File: src/rtl/apb_ucpd_rx_buf_if.sv
// apb_ucpd_rx_buf_if: byte-stream and RXDR read bundle for the UCPD receive buffer.
//
// Signals (direction as seen from the buffer, i.e. the slave modport):
//   msg_start, wr_en, wr_data, msg_end, msg_abort  in   decoder side (SOP, byte, EOP, error)
//   rd_en, ovr_clr                                 in   register side (RXDR pop, overflow clear)
//   rd_data, rxne, level, ovr                      out  FWFT head, status and sticky overflow
//   msg_done, rx_err, rx_paysize                   out  per-message completion pulses and size
// The master modport is the mirror image, used by whoever drives the buffer.
interface apb_ucpd_rx_buf_if #(
   parameter int unsigned DW    = 8,
   parameter int unsigned DEPTH = 16,
   parameter int unsigned PSW   = 10
);
   localparam int unsigned LW = $clog2(DEPTH) + 1;

   logic          msg_start;
   logic          wr_en;
   logic [DW-1:0] wr_data;
   logic          msg_end;
   logic          msg_abort;
   logic          rd_en;
   logic          ovr_clr;
   logic [DW-1:0] rd_data;
   logic          rxne;
   logic [LW-1:0] level;
   logic          ovr;
   logic          msg_done;
   logic          rx_err;
   logic [PSW-1:0] rx_paysize;

   modport master (
      output msg_start, wr_en, wr_data, msg_end, msg_abort, rd_en, ovr_clr,
      input  rd_data, rxne, level, ovr, msg_done, rx_err, rx_paysize
   );

   modport slave (
      input  msg_start, wr_en, wr_data, msg_end, msg_abort, rd_en, ovr_clr,
      output rd_data, rxne, level, ovr, msg_done, rx_err, rx_paysize
   );
endinterface

File: src/rtl/apb_ucpd_rx_buf.sv
// apb_ucpd_rx_buf: UCPD receive byte buffer. Decoded bytes pass through a CRC_BYTES-deep
// holdback so the trailing CRC never reaches the DEPTH-entry FWFT FIFO read through RXDR.
// Payload bytes per message are counted (saturating) and reported on close.
//
// Ports:
//   ic_clk  in  kernel clock, everything sampled on its rising edge
//   ic_rst  in  synchronous active-high reset
//   bus     apb_ucpd_rx_buf_if.slave: decoder strobes in, RXDR data and status out
//
// Optional feature: define UCPD_RXBUF_COMMIT_EN for store-and-forward. Readable data is then
// bounded by a commit pointer that only advances on a good EOP; an abort, short message or
// restart rewinds the write pointer to where the message began. Without it the buffer is
// cut-through and pushed bytes are readable at once.
module apb_ucpd_rx_buf #(
   parameter int unsigned DW        = 8,
   parameter int unsigned DEPTH     = 16,
   parameter int unsigned CRC_BYTES = 4,
   parameter int unsigned PSW       = 10
) (
   input logic              ic_clk,
   input logic              ic_rst,
   apb_ucpd_rx_buf_if.slave bus
);
   localparam int unsigned AW = $clog2(DEPTH);
   localparam int unsigned LW = AW + 1;
   localparam int unsigned HW = $clog2(CRC_BYTES + 1);

   typedef enum logic [1:0] {StIdle, StFill, StStream} state_e;

   state_e         state;
   logic [DW-1:0]  mem [DEPTH];
   logic [DW-1:0]  hb [CRC_BYTES];   // hb[0] newest, hb[CRC_BYTES-1] oldest
   logic [HW-1:0]  hb_cnt;
   logic [LW-1:0]  wr_ptr;
   logic [LW-1:0]  rd_ptr;
   logic [PSW-1:0] pay_cnt;
   logic [PSW-1:0] paysize;
   logic           ovr;
   logic           msg_done;
   logic           rx_err;
`ifdef UCPD_RXBUF_COMMIT_EN
   logic [LW-1:0]  start_ptr;
   logic [LW-1:0]  commit_ptr;
`endif

   logic [LW-1:0]  used;
   logic [LW-1:0]  readable;
   logic           rxne;
   logic           full;
   logic           pop;
   logic           busy;
   logic           byte_in;
   logic           push_req;
   logic           push;
   logic           ovf;

   // Full always counts every written entry, committed or not.
   assign used = wr_ptr - rd_ptr;
   assign full = (used == LW'(DEPTH));
`ifdef UCPD_RXBUF_COMMIT_EN
   assign readable = commit_ptr - rd_ptr;
`else
   assign readable = used;
`endif
   assign rxne = (readable != '0);
   assign pop  = bus.rd_en & rxne;
   assign busy = (state != StIdle);

   // Control strobes outrank data: a byte arriving with abort/end/start is dropped.
   assign byte_in  = busy & bus.wr_en & ~bus.msg_abort & ~bus.msg_end & ~bus.msg_start;
   assign push_req = byte_in & (state == StStream);
   // A pop in the same cycle frees the slot the push needs.
   assign push     = push_req & (~full | pop);
   assign ovf      = push_req & full & ~pop;

   assign bus.rd_data    = rxne ? mem[rd_ptr[AW-1:0]] : '0;
   assign bus.rxne       = rxne;
   assign bus.level      = readable;
   assign bus.ovr        = ovr;
   assign bus.msg_done   = msg_done;
   assign bus.rx_err     = rx_err;
   assign bus.rx_paysize = paysize;

   // Data path needs no reset: stale contents are never visible.
   always_ff @(posedge ic_clk) begin
      if (push) begin
         mem[wr_ptr[AW-1:0]] <= hb[CRC_BYTES-1];
      end
      if (byte_in) begin
         hb[0] <= bus.wr_data;
         for (int unsigned i = 1; i < CRC_BYTES; i++) begin
            hb[i] <= hb[i-1];
         end
      end
   end

   always_ff @(posedge ic_clk) begin
      if (ic_rst) begin
         state    <= StIdle;
         hb_cnt   <= '0;
         wr_ptr   <= '0;
         rd_ptr   <= '0;
         pay_cnt  <= '0;
         paysize  <= '0;
         ovr      <= 1'b0;
         msg_done <= 1'b0;
         rx_err   <= 1'b0;
`ifdef UCPD_RXBUF_COMMIT_EN
         start_ptr  <= '0;
         commit_ptr <= '0;
`endif
      end else begin
         msg_done <= 1'b0;
         rx_err   <= 1'b0;
         ovr      <= (ovr & ~bus.ovr_clr) | ovf;

         if (pop) begin
            rd_ptr <= rd_ptr + LW'(1);
         end
         if (push) begin
            wr_ptr <= wr_ptr + LW'(1);
         end
         // Payload counts every byte past the holdback, even one lost to overflow.
         if (push_req && (pay_cnt != '1)) begin
            pay_cnt <= pay_cnt + PSW'(1);
         end

         case (state)
            StIdle: begin
               if (bus.msg_start) begin
                  state   <= StFill;
                  hb_cnt  <= '0;
                  pay_cnt <= '0;
`ifdef UCPD_RXBUF_COMMIT_EN
                  start_ptr <= wr_ptr;
`endif
               end
            end
            StFill, StStream: begin
               if (bus.msg_abort) begin
                  rx_err <= 1'b1;
                  state  <= StIdle;
`ifdef UCPD_RXBUF_COMMIT_EN
                  wr_ptr <= start_ptr;
`endif
               end else if (bus.msg_end) begin
                  state <= StIdle;
                  if (state == StFill) begin
                     // Shorter than the CRC: nothing of it is payload.
                     paysize <= '0;
                     rx_err  <= 1'b1;
`ifdef UCPD_RXBUF_COMMIT_EN
                     wr_ptr <= start_ptr;
`endif
                  end else begin
                     paysize  <= pay_cnt;
                     msg_done <= 1'b1;
`ifdef UCPD_RXBUF_COMMIT_EN
                     commit_ptr <= wr_ptr;
`endif
                  end
               end else if (bus.msg_start) begin
                  // Restart: abort the current message and open a new one at once.
                  // start_ptr is unchanged since the rewound wr_ptr equals it.
                  rx_err  <= 1'b1;
                  state   <= StFill;
                  hb_cnt  <= '0;
                  pay_cnt <= '0;
`ifdef UCPD_RXBUF_COMMIT_EN
                  wr_ptr <= start_ptr;
`endif
               end else if (byte_in && (state == StFill)) begin
                  hb_cnt <= hb_cnt + HW'(1);
                  if (hb_cnt == HW'(CRC_BYTES - 1)) begin
                     state <= StStream;
                  end
               end
            end
            default: state <= StIdle;
         endcase
      end
   end
endmodule

File: src/flat_wrapper.sv
// flat-port wrapper written by rule: the top's interface ports become plain ports
module apb_ucpd_rx_buf_flat 
#(
   parameter int unsigned DW        = 8,
   parameter int unsigned DEPTH     = 16,
   parameter int unsigned CRC_BYTES = 4,
   parameter int unsigned PSW       = 10
)
  (ic_clk, ic_rst, bus_msg_start, bus_wr_en, bus_wr_data, bus_msg_end, bus_msg_abort, bus_rd_en, bus_ovr_clr, bus_rd_data, bus_rxne, bus_level, bus_ovr, bus_msg_done, bus_rx_err, bus_rx_paysize);
  apb_ucpd_rx_buf_if #(.DW(DW), .DEPTH(DEPTH), .PSW(PSW)) bus_i ();
  input logic ic_clk;
  input logic ic_rst;
  input wire logic [$bits(bus_i.msg_start)-1:0] bus_msg_start;
  input wire logic [$bits(bus_i.wr_en)-1:0] bus_wr_en;
  input wire logic [$bits(bus_i.wr_data)-1:0] bus_wr_data;
  input wire logic [$bits(bus_i.msg_end)-1:0] bus_msg_end;
  input wire logic [$bits(bus_i.msg_abort)-1:0] bus_msg_abort;
  input wire logic [$bits(bus_i.rd_en)-1:0] bus_rd_en;
  input wire logic [$bits(bus_i.ovr_clr)-1:0] bus_ovr_clr;
  output wire logic [$bits(bus_i.rd_data)-1:0] bus_rd_data;
  output wire logic [$bits(bus_i.rxne)-1:0] bus_rxne;
  output wire logic [$bits(bus_i.level)-1:0] bus_level;
  output wire logic [$bits(bus_i.ovr)-1:0] bus_ovr;
  output wire logic [$bits(bus_i.msg_done)-1:0] bus_msg_done;
  output wire logic [$bits(bus_i.rx_err)-1:0] bus_rx_err;
  output wire logic [$bits(bus_i.rx_paysize)-1:0] bus_rx_paysize;
  assign bus_i.msg_start = bus_msg_start;
  assign bus_i.wr_en = bus_wr_en;
  assign bus_i.wr_data = bus_wr_data;
  assign bus_i.msg_end = bus_msg_end;
  assign bus_i.msg_abort = bus_msg_abort;
  assign bus_i.rd_en = bus_rd_en;
  assign bus_i.ovr_clr = bus_ovr_clr;
  assign bus_rd_data = bus_i.rd_data;
  assign bus_rxne = bus_i.rxne;
  assign bus_level = bus_i.level;
  assign bus_ovr = bus_i.ovr;
  assign bus_msg_done = bus_i.msg_done;
  assign bus_rx_err = bus_i.rx_err;
  assign bus_rx_paysize = bus_i.rx_paysize;
  apb_ucpd_rx_buf #(.DW(DW), .DEPTH(DEPTH), .CRC_BYTES(CRC_BYTES), .PSW(PSW)) u_core (.ic_clk(ic_clk), .ic_rst(ic_rst), .bus(bus_i));
endmodule
File: config.mk
export PLATFORM = sky130hd
export DESIGN_NAME = apb_ucpd_rx_buf_flat
export DESIGN_NICKNAME = d
export VERILOG_FILES = /design/src/rtl/apb_ucpd_rx_buf_if.sv /design/src/rtl/apb_ucpd_rx_buf.sv /design/src/flat_wrapper.sv
export SDC_FILE = /design/constraint.sdc
export NUM_CORES = 1
export LEC_CHECK = 0
export ABC_AREA = 1
export ABC_CLOCK_PERIOD_IN_PS = 5700
export CAP_MARGIN = 20
export CORE_MARGIN = 2
export CORE_UTILIZATION = 39
export DETAILED_ROUTE_END_ITERATION = 6
export GPL_ROUTABILITY_DRIVEN = 1
export PLACE_DENSITY_LB_ADDON = 0.3
export SYNTH_ARGS = -nofsm -noshare
export SYNTH_HDL_FRONTEND = slang
export SYNTH_SLANG_ARGS = --single-unit
export TNS_END_PERCENT = 100
File: constraint.sdc
create_clock -name ic_clk -period 5.7 [get_ports ic_clk]
set_input_delay 1.14 -clock ic_clk [delete_from_list [all_inputs] [get_ports ic_clk]]
set_output_delay 1.14 -clock ic_clk [all_outputs]
set_load 0.01 [all_outputs]
==> impl_metrics.env, run 1 <==
export IMPL_status="complete, no violations"
export IMPL_synth_seq_cells=202
export IMPL_avgSynthCellArea_um2=11.0
export IMPL_die_area_mm2=0.0225
export IMPL_synth_xor_area_share_pct=0.947
export IMPL_gr_total_overflow=0
export IMPL_period_minus_slack_ns=4.33
export IMPL_power_density_mw_per_mm2=310
export IMPL_critPathKind="reg2out"
export IMPL_cts_tree="built"
export IMPL_drtIter0Drc=297
export IMPL_synthArstFlopShare_pct=0
export IMPL_synth_top_family_by_area="simple AND/OR/NAND/NOR gates"
export IMPL_synthAdderAreaFrac_pct=2.64
export IMPL_vias=5473
export IMPL_cts_root_buf="clkbuf_16"
export IMPL_rsz0062_at_grt="false"
export IMPL_antenna_left=0
export IMPL_die_h_um=150
export IMPL_r2r_end="u_core.mem[3][0]$_DFFE_PP_"
export IMPL_slew_headroom_pct=24.6
export IMPL_leakage_nw=3.42
export IMPL_drv_cap=0
export IMPL_crit_fanout=6
export IMPL_row_count=53
export IMPL_first_global_vias=5144
export IMPL_critPathCaptureType="primary output"
export IMPL_path_buf_inv=3
export IMPL_diodes=0
export IMPL_skew_ns=0.0165
export IMPL_postCtsHoldBufs=0
export IMPL_clk_latency_ns=0.51
export IMPL_whs_endpoint="u_core.hb[2][0]$_DFFE_PP_"
export IMPL_cpPeakStageDelay_ns=0.50
export IMPL_grt_max_degree=65
export IMPL_min_path_type="reg2reg"
export IMPL_grt_usage_pct=16.1
export IMPL_synthTopCellsByCount="nand2_1, edfxtp_1, a21oi_1, nand3_1, nor2_1"
export IMPL_areaGrowthSynthToFinish_pct=16.7
export IMPL_initial_utilization_pct=39.6
export IMPL_netlist_area_mm2=0.00833
export IMPL_ff2ff_path_depth=13
export IMPL_port_buffers=42
export IMPL_min_path_cells=0
export IMPL_fin_setup_tns_ns=0
export IMPL_hold_viol=0
export IMPL_core_area_mm2=0.0210
export IMPL_rrSetupSlack_ns=2.42
export IMPL_ys_types=29
export IMPL_finalNetCount=832
export IMPL_timing_rr_start="u_core.wr_ptr[0]$_SDFFE_PP0P_"
export IMPL_grt_pass1_wl_um=28000
export IMPL_setup_viol=0
export IMPL_hpwlAfterDp_um=11200
export IMPL_drc=0
export IMPL_finalInstanceArea_mm2=0.00972
export IMPL_worstHoldStart="u_core.hb[1][0]$_DFFE_PP_"
export IMPL_yosys_area_share_simple_pct=17.7
export IMPL_wirelength_um=18000
export IMPL_total_power_mw=3.01
export IMPL_critPathTopFamily="simple AND/OR/NAND/NOR gates"
export IMPL_clockBufferDepth=3
export IMPL_gp_congestion=0.792
export IMPL_timing_critical_path_mode_cell="nand2_1"
export IMPL_dpl_worst_slack_ns=1.82
export IMPL_fmax_mhz=231
export IMPL_clk_pin_slew_worst_paths_ns=0.06
export IMPL_timing_final_crit_share_pct=76.0
export IMPL_syn_num_nets=791
export IMPL_critPathArrivalTime_ns=3.19
export IMPL_ios=43
export IMPL_numCtsBuffers=22
export IMPL_yosysSeqAreaShare_pct=67.8
export IMPL_synth_top_cell_area_share_pct=57.7
export IMPL_dp_cells=1050
export IMPL_drive_gt1_share_pct=7.62
export IMPL_hold_ws_ns=0.413
export IMPL_cp_start_kind="flip-flop"
export IMPL_die_w_um=150
export IMPL_cts_repair_resized=0
export IMPL_setup_slack_ns=1.37
export IMPL_synth_warnings=0
export IMPL_dr_pass1_iters=5
export IMPL_slowest_stage="clkdlybuf4s50_1"
export IMPL_drv_slew=0
export IMPL_synth_largest_area_cell="edfxtp_1"
export IMPL_peakVddDrop_mv=0.199
export IMPL_vias_per_cell=5.03
export IMPL_yosysMostFrequentCell="nand2_1"
export IMPL_place_area_mm2=0.00902
export IMPL_critPathRequiredTime_ns=4.56
export IMPL_worstPathCellList="inv_1, ha_1, fa_1, nand3b_1, nand2_1, nand2_1, nand2_1, inv_1, nor2_1, nor2_1, clkdlybuf4s50_1"
export IMPL_synthTopCellsByArea="edfxtp_1, dfxtp_1, nand2_1"
export IMPL_synth_ff_type="edfxtp_1"
export IMPL_synthMuxAreaShare_pct=0
export IMPL_htree_num_levels=1
export IMPL_final_util_pct=46.2
export IMPL_synth_edf_count=160
export IMPL_clock_sinks=202
export IMPL_antenna_found_initial=0
export IMPL_tightest_slew_ns=1.13
export IMPL_finalNonFillerCells=1089
export IMPL_syn_instance_count=758
export IMPL_synth_compound_area_share_pct=7.09
export IMPL_wire_per_inst_um=16.6
export IMPL_cts_setup_buffers=0
final cells by class:
| type | count | area [um^2] |
|---|---|---|
| Fill cell | 1934 | 11300 |
| Tap cell | 275 | 344 |
| Sequential cell | 202 | 5650 |
| Multi-Input combinational cell | 474 | 2370 |
| Inverter | 51 | 193 |
| Clock inverter | 15 | 120 |
| Timing Repair Buffer | 48 | 465 |
| Clock buffer | 24 | 579 |
power by group:
group / internal [mW] / leakage [nW] / switching (mW) / total [mW]
Combinational: 0.0241 / 1.30 / 0.0397 / 0.0639
Clock: 0.784 / 0.337 / 0.581 / 1.37
Sequential: 1.58 / 1.78 / 0.00404 / 1.58
Total: 2.38 / 3.42 / 0.625 / 3.01
state kept, by name, indices dropped and copies added (netlist names), 2 cells and up, named ones only:
| signal | cells |
|---|---|
| u_core.bus.rx_paysize | 10 |
| u_core.hb | 32 |
| u_core.hb_cnt | 3 |
| u_core.mem | 128 |
| u_core.pay_cnt | 10 |
| u_core.rd_ptr | 5 |
| u_core.state | 2 |
| u_core.wr_ptr | 5 |
per-layer routing:
layer	track usage, %	vias to the layer above	wire, um	part of all wire, %
li1	-	2707	-	-
met1	22.5	2636	8300	46
met2	26.8	109	8600	48
met3	2.39	21	812	4.5
met4	3.87	0	329	1.8
met5	0	-	0	0
cells by family (layout without fill, tap and decap cells):
kind of cell               Yosys count  count (layout)
buffers and inverters               82             138
AOI/OAI and AO/OA                  109             109
DFF                                202             202
xor gates and xnor gates             9               9
and+or+nand+nor                    339             339
adders and majority gates           17              17
cells in the final DEF (no fill, tap or decap), types with 12 or more instances in the layout:
cell             instances
a21oi_1                 79
a22oi_1                 18
clkbuf_16               23
clkdlybuf4s50_1         42
dfxtp_1                 41
edfxtp_1               160
ha_1                    16
inv_1                   45
nand2_1                185
nand3_1                 79
nor2_1                  50
o21ai_0                 12
how the worst max path moves through the flow:
stage | from | end | slack (ns) | depth (start not counted)
final | u_core.wr_ptr[0]$_SDFFE_PP0P_ | bus_rd_data[2] | 1.37 | 11
after global routing | u_core.wr_ptr[0]$_SDFFE_PP0P_ | bus_rd_data[0] | 1.04 | 11
after CTS | u_core.wr_ptr[0]$_SDFFE_PP0P_ | bus_rd_data[2] | 1.28 | 11
after detailed placement | u_core.wr_ptr[0]$_SDFFE_PP0P_ | bus_rd_data[2] | 1.82 | 11
after global placement | u_core.wr_ptr[0]$_SDFFE_PP0P_ | bus_rd_data[5] | 1.88 | 11
after floorplan | bus_msg_start | u_core.hb_cnt[0]$_SDFFE_PP0P_ | 1.34 | 8
worst reg2reg max path: cells and delay by family, from the launching register on:
family	cells	cell delay [ns]
flip-flops	1	0.42
AND/OR/NAND/NOR	9	1.54
buffers and inverters	2	0.26
adder cells (fa/ha/maj)	2	0.69
Note: power is estimated with default switching activity, not from simulation.
==> run 2, diff against run 1 <==
--- a/config.mk
+++ b/config.mk
@@ -6,7 +6,7 @@
 export NUM_CORES = 1
 export LEC_CHECK = 0
 export ABC_AREA = 1
-export ABC_CLOCK_PERIOD_IN_PS = 5700
+export ABC_CLOCK_PERIOD_IN_PS = 3500
 export CAP_MARGIN = 20
 export CORE_MARGIN = 2
 export CORE_UTILIZATION = 39
==> constraint.sdc (replaced) <==
create_clock -name ic_clk -period 3.5 [get_ports ic_clk]
set_input_delay 0.7 -clock ic_clk [delete_from_list [all_inputs] [get_ports ic_clk]]
set_output_delay 0.7 -clock ic_clk [all_outputs]
set_load 0.01 [all_outputs]
==> run 2 against run 1 <==
Net effect: total power up 58%; critical path depth down 1; worst setup slack worse by 1.2 ns; wire length down 0.92%; count of clock-buffer cells in the layout up 2; clock power up 51%; combinational power up 63%; global-route usage up 0.072 points; largest cell class unchanged.
==> impl_metrics.env, run 2 (same netlist as run 1, synthesis figures left out) <==
export IMPL_clk_latency_ns=0.49
export IMPL_setup_slack_ns=0.152
export IMPL_worstHoldStart="u_core.hb[1][5]$_DFFE_PP_"
export IMPL_largest_reg_flops=128
export IMPL_timing_rr_start="u_core.wr_ptr[0]$_SDFFE_PP0P_"
export IMPL_rrSetupSlack_ns=0.80
export IMPL_skew_ns=0.00699
export IMPL_clk_pin_slew_worst_paths_ns=0.06
export IMPL_finalNetCount=860
export IMPL_die_w_um=150
export IMPL_grt_usage_pct=16.2
export IMPL_tightest_slew_ns=0.674
export IMPL_port_buffers=42
export IMPL_row_count=53
export IMPL_final_util_pct=47.1
export IMPL_core_area_mm2=0.0210
export IMPL_slew_headroom_pct=55.1
export IMPL_final_common_cell="nand2_1"
export IMPL_grt_max_degree=39
export IMPL_antenna_left=0
export IMPL_drv_cap=0
export IMPL_whs_endpoint="u_core.hb[2][5]$_DFFE_PP_"
export IMPL_critPathArrivalTime_ns=2.65
export IMPL_finalInstanceArea_mm2=0.00990
export IMPL_rsz0062_at_grt="false"
export IMPL_crit_fanout=7
export IMPL_r2r_end="u_core.mem[2][5]$_DFFE_PP_"
export IMPL_timing_final_crit_share_pct=95.7
export IMPL_dpl_worst_slack_ns=0.222
export IMPL_critPathRequiredTime_ns=2.80
export IMPL_slowest_stage="fa_2"
export IMPL_power_density_mw_per_mm2=479
export IMPL_initial_utilization_pct=39.6
export IMPL_critPathCaptureType="primary output"
export IMPL_timing_critical_path_mode_cell="inv_1"
export IMPL_cp_start_kind="flip-flop"
export IMPL_die_area_mm2=0.0225
export IMPL_min_path_cells=0
export IMPL_drv_slew=0
export IMPL_critPathKind="reg2out"
export IMPL_drc=0
export IMPL_ios=43
export IMPL_areaGrowthSynthToFinish_pct=18.9
export IMPL_postCtsHoldBufs=0
export IMPL_antenna_found_initial=0
export IMPL_wire_per_inst_um=16.0
export IMPL_diodes=0
export IMPL_vias=5547
export IMPL_ff2ff_path_depth=14
export IMPL_die_h_um=150
export IMPL_hpwlAfterDp_um=11400
export IMPL_numCtsBuffers=21
export IMPL_hold_ws_ns=0.414
export IMPL_place_area_mm2=0.00923
export IMPL_first_global_vias=5360
export IMPL_cpPeakStageDelay_ns=0.57
export IMPL_min_path_type="reg2reg"
export IMPL_mostFrequentLayoutCells="nand2_1, edfxtp_1, a21oi_1, nand3_1, nor2_1"
export IMPL_fin_setup_tns_ns=0
export IMPL_hold_viol=0
export IMPL_dr_pass1_iters=5
export IMPL_cts_root_buf="clkbuf_16"
export IMPL_leakage_nw=3.61
export IMPL_cts_tree="built"
export IMPL_fmax_mhz=299
export IMPL_wirelength_um=17900
export IMPL_drtIter0Drc=314
export IMPL_gp_congestion=0.827
export IMPL_drive_gt1_share_pct=10.6
export IMPL_path_buf_inv=4
export IMPL_gr_total_overflow=0
export IMPL_htree_num_levels=1
export IMPL_clockBufferDepth=3
export IMPL_period_minus_slack_ns=3.35
export IMPL_worstPathCellList="inv_1, ha_2, fa_2, nand2_1, nor2_2, inv_1, nor2_4, nand2_4, buf_4, dlygate4sd2_1"
export IMPL_vias_per_cell=4.97
export IMPL_critPathTopFamily="adder cells"
export IMPL_status="complete, no violations"
export IMPL_setup_viol=0
export IMPL_grt_pass1_wl_um=28300
export IMPL_clock_sinks=202
export IMPL_peakVddDrop_mv=0.324
## run 2: cell count changes in the layout (fill, tap and decap cells not counted), sizes merged
| cell | before | now |
|---|---|---|
| clkinv | 11 | 10 |
| dlygate4sd2 | 0 | 9 |
| inv | 50 | 51 |
| clkbuf | 24 | 26 |
| clkdlybuf4s50 | 42 | 33 |
| clkinvlp | 4 | 1 |
| buf | 6 | 35 |
## run 2: stage by stage
stage          instances  power, mW
2_1_floorplan        758       2.68
3_3_place_gp        1076       2.73
3_5_place_dp        1076       2.73
4_1_cts             1114       4.80
5_1_grt             1117       4.91
6_report            1117       4.75
## run 2: layer usage
metal	global-route usage (%)	wire, um
met5	0	0
met4	4.39	381
met3	2.61	837
met2	26.4	8280
met1	22.7	8380
## run 2: where the power goes
part,internal (mW),switching [mW]
clock,1.18,0.888
combinational,0.0399,0.0643
sequential,2.57,0.00731
## run 2: worst max path at each step
| stage | startpoint | to | slack (ns) | cells after the start |
|---|---|---|---|---|
| after floorplan | bus_msg_start | u_core.hb_cnt[0]$_SDFFE_PP0P_ | 0.62 | 8 |
| after global placement | u_core.wr_ptr[0]$_SDFFE_PP0P_ | bus_rd_data[7] | 0.30 | 11 |
| after detailed placement | u_core.wr_ptr[0]$_SDFFE_PP0P_ | bus_rxne | 0.22 | 10 |
| after CTS | u_core.wr_ptr[0]$_SDFFE_PP0P_ | bus_rxne | 0.01 | 10 |
| after global routing | u_core.wr_ptr[0]$_SDFFE_PP0P_ | bus_rxne | 0.01 | 10 |
| final | u_core.wr_ptr[0]$_SDFFE_PP0P_ | bus_rxne | 0.15 | 10 |
## run 2: layout make-up
class / instances / area [um^2]
well taps: 275 / 344
fillers: 1921 / 11100
clock buffers: 26 / 544
inverters: 51 / 193
multi-input cells: 474 / 2400
clock inverters: 12 / 90.1
flip-flops and latches: 202 / 5650
repair buffers: 77 / 684
## run 2: worst register-to-register path, cell delays in order, from the launching register on
cell      delay (ns)
dfxtp_4         0.36
inv_1           0.07
ha_2            0.19
fa_2            0.41
nand3b_1        0.19
nand2_1         0.08
nand2_1         0.06
nand2_2         0.10
nor2_1          0.07
nand2_2         0.15
nand2_2         0.11
inv_2           0.11
nand2_1         0.15
nor2_1          0.13
buf_4           0.20
## run 2: repair_timing
item                                    in CTS  in global routing
endpoints found under the setup margin       9                 10
pin swaps                                    2                  3
gates cloned                                 0                  0
buffers inserted                             0                  3
gates resized for setup                     13                  4
==> run 3, diff against run 2 <==
--- a/config.mk
+++ b/config.mk
@@ -5,8 +5,7 @@
 export SDC_FILE = /design/constraint.sdc
 export NUM_CORES = 1
 export LEC_CHECK = 0
-export ABC_AREA = 1
-export ABC_CLOCK_PERIOD_IN_PS = 3500
+export ABC_AREA = 0
 export CAP_MARGIN = 20
 export CORE_MARGIN = 2
 export CORE_UTILIZATION = 39
==> run 3 against run 2 <==
Net effect: core utilization decreased by 0.77 points; first-iteration DRC count fell by 7.0%; sequential cell count unchanged; wire length is 18% lower; count of clock-buffer cells in the layout down 1; critical path depth shrank 1; highest routed layer unchanged.
==> impl_metrics.env, run 3 <==
export IMPL_grt_usage_pct=13.8
export IMPL_synth_warnings=0
export IMPL_first_global_vias=4462
export IMPL_synth_ff_type="edfxtp_1"
export IMPL_slew_headroom_pct=48.3
export IMPL_cts_root_buf="clkbuf_16"
export IMPL_vias_per_cell=5.11
export IMPL_port_buffers=42
export IMPL_synthTopCellsByCount="edfxtp_1, dfxtp_1, nor2_1, mux4_2, a21oi_1"
export IMPL_die_h_um=149
export IMPL_core_area_mm2=0.0209
export IMPL_clk_pin_slew_worst_paths_ns=0.06
export IMPL_pwr_share_seq_pct=43.2
export IMPL_mostFrequentLayoutCells="edfxtp_1, nor2_1, dfxtp_1"
export IMPL_critPathKind="reg2out"
export IMPL_crit_fanout=5
export IMPL_netlist_area_mm2=0.00824
export IMPL_synth_seq_cells=202
export IMPL_skew_ns=0.0120
export IMPL_period_minus_slack_ns=3.40
export IMPL_htree_num_levels=1
export IMPL_fillers=1802
export IMPL_multi_input_area_mm2=0.00243
export IMPL_clk_latency_ns=0.50
export IMPL_final_util_pct=46.3
export IMPL_syn_num_nets=526
export IMPL_peakVddDrop_mv=0.357
export IMPL_die_area_mm2=0.0223
export IMPL_ios=43
export IMPL_hold_ws_ns=0.415
export IMPL_timing_final_crit_share_pct=97.1
export IMPL_cts_tree="built"
export IMPL_fmax_mhz=294
export IMPL_dr_pass1_iters=5
export IMPL_power_density_mw_per_mm2=626
export IMPL_p_sw_share_pct=25.8
export IMPL_critPathCaptureType="primary output"
export IMPL_wirelength_um=14700
export IMPL_finalNetCount=589
export IMPL_antenna_found_initial=0
export IMPL_grt_max_degree=33
export IMPL_place_area_mm2=0.00902
export IMPL_wire_per_inst_um=17.4
export IMPL_setup_viol=0
export IMPL_die_w_um=149
export IMPL_leakage_nw=3.17
export IMPL_drive_gt1_share_pct=19.7
export IMPL_ys_types=52
export IMPL_pwr_share_clk_pct=34.6
export IMPL_vias=4316
export IMPL_drv_slew=0
export IMPL_row_count=53
export IMPL_finalInstanceArea_mm2=0.00968
export IMPL_status="complete, no violations"
export IMPL_drc=0
export IMPL_synthTopCellsByArea="edfxtp_1, dfxtp_1, mux4_2"
export IMPL_cp_start_kind="flip-flop"
export IMPL_tightest_slew_ns=0.770
export IMPL_critPathArrivalTime_ns=2.70
export IMPL_regArea_mm2=0.00565
export IMPL_min_path_type="reg2reg"
export IMPL_largest_reg_flops=128
export IMPL_hold_viol=0
export IMPL_clock_sinks=202
export IMPL_diodes=0
export IMPL_syn_instance_count=493
export IMPL_critPathRequiredTime_ns=2.80
export IMPL_synthArstFlopShare_pct=0
export IMPL_gp_congestion=0.856
export IMPL_hpwlAfterDp_um=9620
export IMPL_combPwrFrac_pct=22.2
export IMPL_numCtsBuffers=23
export IMPL_fin_setup_tns_ns=0
export IMPL_areaGrowthSynthToFinish_pct=17.5
export IMPL_drtIter0Drc=292
export IMPL_synth_largest_area_cell="edfxtp_1"
export IMPL_initial_utilization_pct=39.4
export IMPL_final_common_cell="edfxtp_1"
export IMPL_grt_pass1_wl_um=24200
export IMPL_synth_edf_count=160
export IMPL_synth_top_cell_area_share_pct=58.3
export IMPL_internal_power_mw=4.50
export IMPL_avgSynthCellArea_um2=16.7
export IMPL_drv_cap=0
export IMPL_clockBufferDepth=3
export IMPL_yosysMostFrequentCell="edfxtp_1"
export IMPL_yosysSeqAreaShare_pct=68.6
export IMPL_gr_total_overflow=0
export IMPL_p_sw_mw=1.56
export IMPL_antenna_left=0
export IMPL_postCtsHoldBufs=0
[run 3: cell types whose count changed in the layout (fill, tap and decap cells not counted), sizes merged, moves of 13 or more]
| cell | delta |
|---|---|
| nand2 | -182 |
| a21oi | -56 |
| mux4 | +40 |
| a22oi | -18 |
| nand3 | -72 |
| inv | -36 |
| nor2b | +17 |
| and3 | +13 |
[run 3: path summary, 6_finish.rpt]
check                                     start  slack, ns  depth (start not counted)                         end
setup / recovery  u_core.wr_ptr[0]$_SDFFE_PP0P_       0.10                          9                bus_level[4]
setup reg to reg  u_core.wr_ptr[0]$_SDFFE_PP0P_       0.39                          9  u_core.mem[1][6]$_DFFE_PP_
hold / removal        u_core.hb[0][1]$_DFFE_PP_       0.42                          0   u_core.hb[1][1]$_DFFE_PP_
hold reg to reg       u_core.hb[0][1]$_DFFE_PP_       0.42                          0   u_core.hb[1][1]$_DFFE_PP_
[run 3: what timing repair did]
item	in CTS	in global routing
pin swaps	3	1
setup endpoints to repair	10	7
cloned	1	0
gates resized for setup	40	1
setup buffers	1	0
[run 3: cells by family after synthesis]
group                      count (synthesis)  synth area share, %
xor gates and xnor gates                  13                 1.47
DFF                                      202                 68.6
buffers and inverters                     33                 1.99
muxes                                     51                 12.5
AOI/OAI and AO/OA                         43                 3.65
and+or+nand+nor                          134                 9.12
adders and majority gates                 17                 2.67
[run 3: per-layer routing]
layer,vias up,track usage (%),wire [um]
li1,2039,-,-
met1,2152,18.4,6530
met2,100,23.2,7230
met3,25,2.54,606
met4,0,4.38,345
met5,-,0,0
[run 3: power groups by stage]
stage               logic, mW  registers (mW)  clock network [mW]
floorplan               0.844            2.65                   0
global placement         1.31            2.67                   0
detailed placement       1.33            2.68                   0
CTS                      1.36            2.62                2.16
global route             1.45            2.63                2.27
finish                   1.35            2.62                2.10
[run 3: critical path, stage by stage, from the launching register on]
cell             delay [ns]
dfxtp_2                0.32
inv_1                  0.05
ha_2                   0.17
fa_1                   0.42
nand2b_1               0.20
a21oi_2                0.18
xnor2_1                0.10
buf_4                  0.17
inv_1                  0.05
clkdlybuf4s50_1        0.53
[run 3: metrics by stage]
step	std cells	worst slack [ns]	total power [mW]
global placement	804	0.172	3.98
floorplan	493	0.232	3.49
CTS	844	0.0323	6.15
finish	844	0.101	6.06
global route	844	-0.0204	6.34
detailed placement	804	0.137	4.01
[run 3: layout make-up]
| class | count | area share [%] |
|---|---|---|
| clock buffers | 25 | 6.02 |
| clock inverters | 13 | 0.750 |
| inverters | 14 | 0.543 |
| multi-input cells | 258 | 25.2 |
| flip-flops and latches | 202 | 58.3 |
| well taps | 275 | 3.55 |
| repair buffers | 57 | 5.64 |
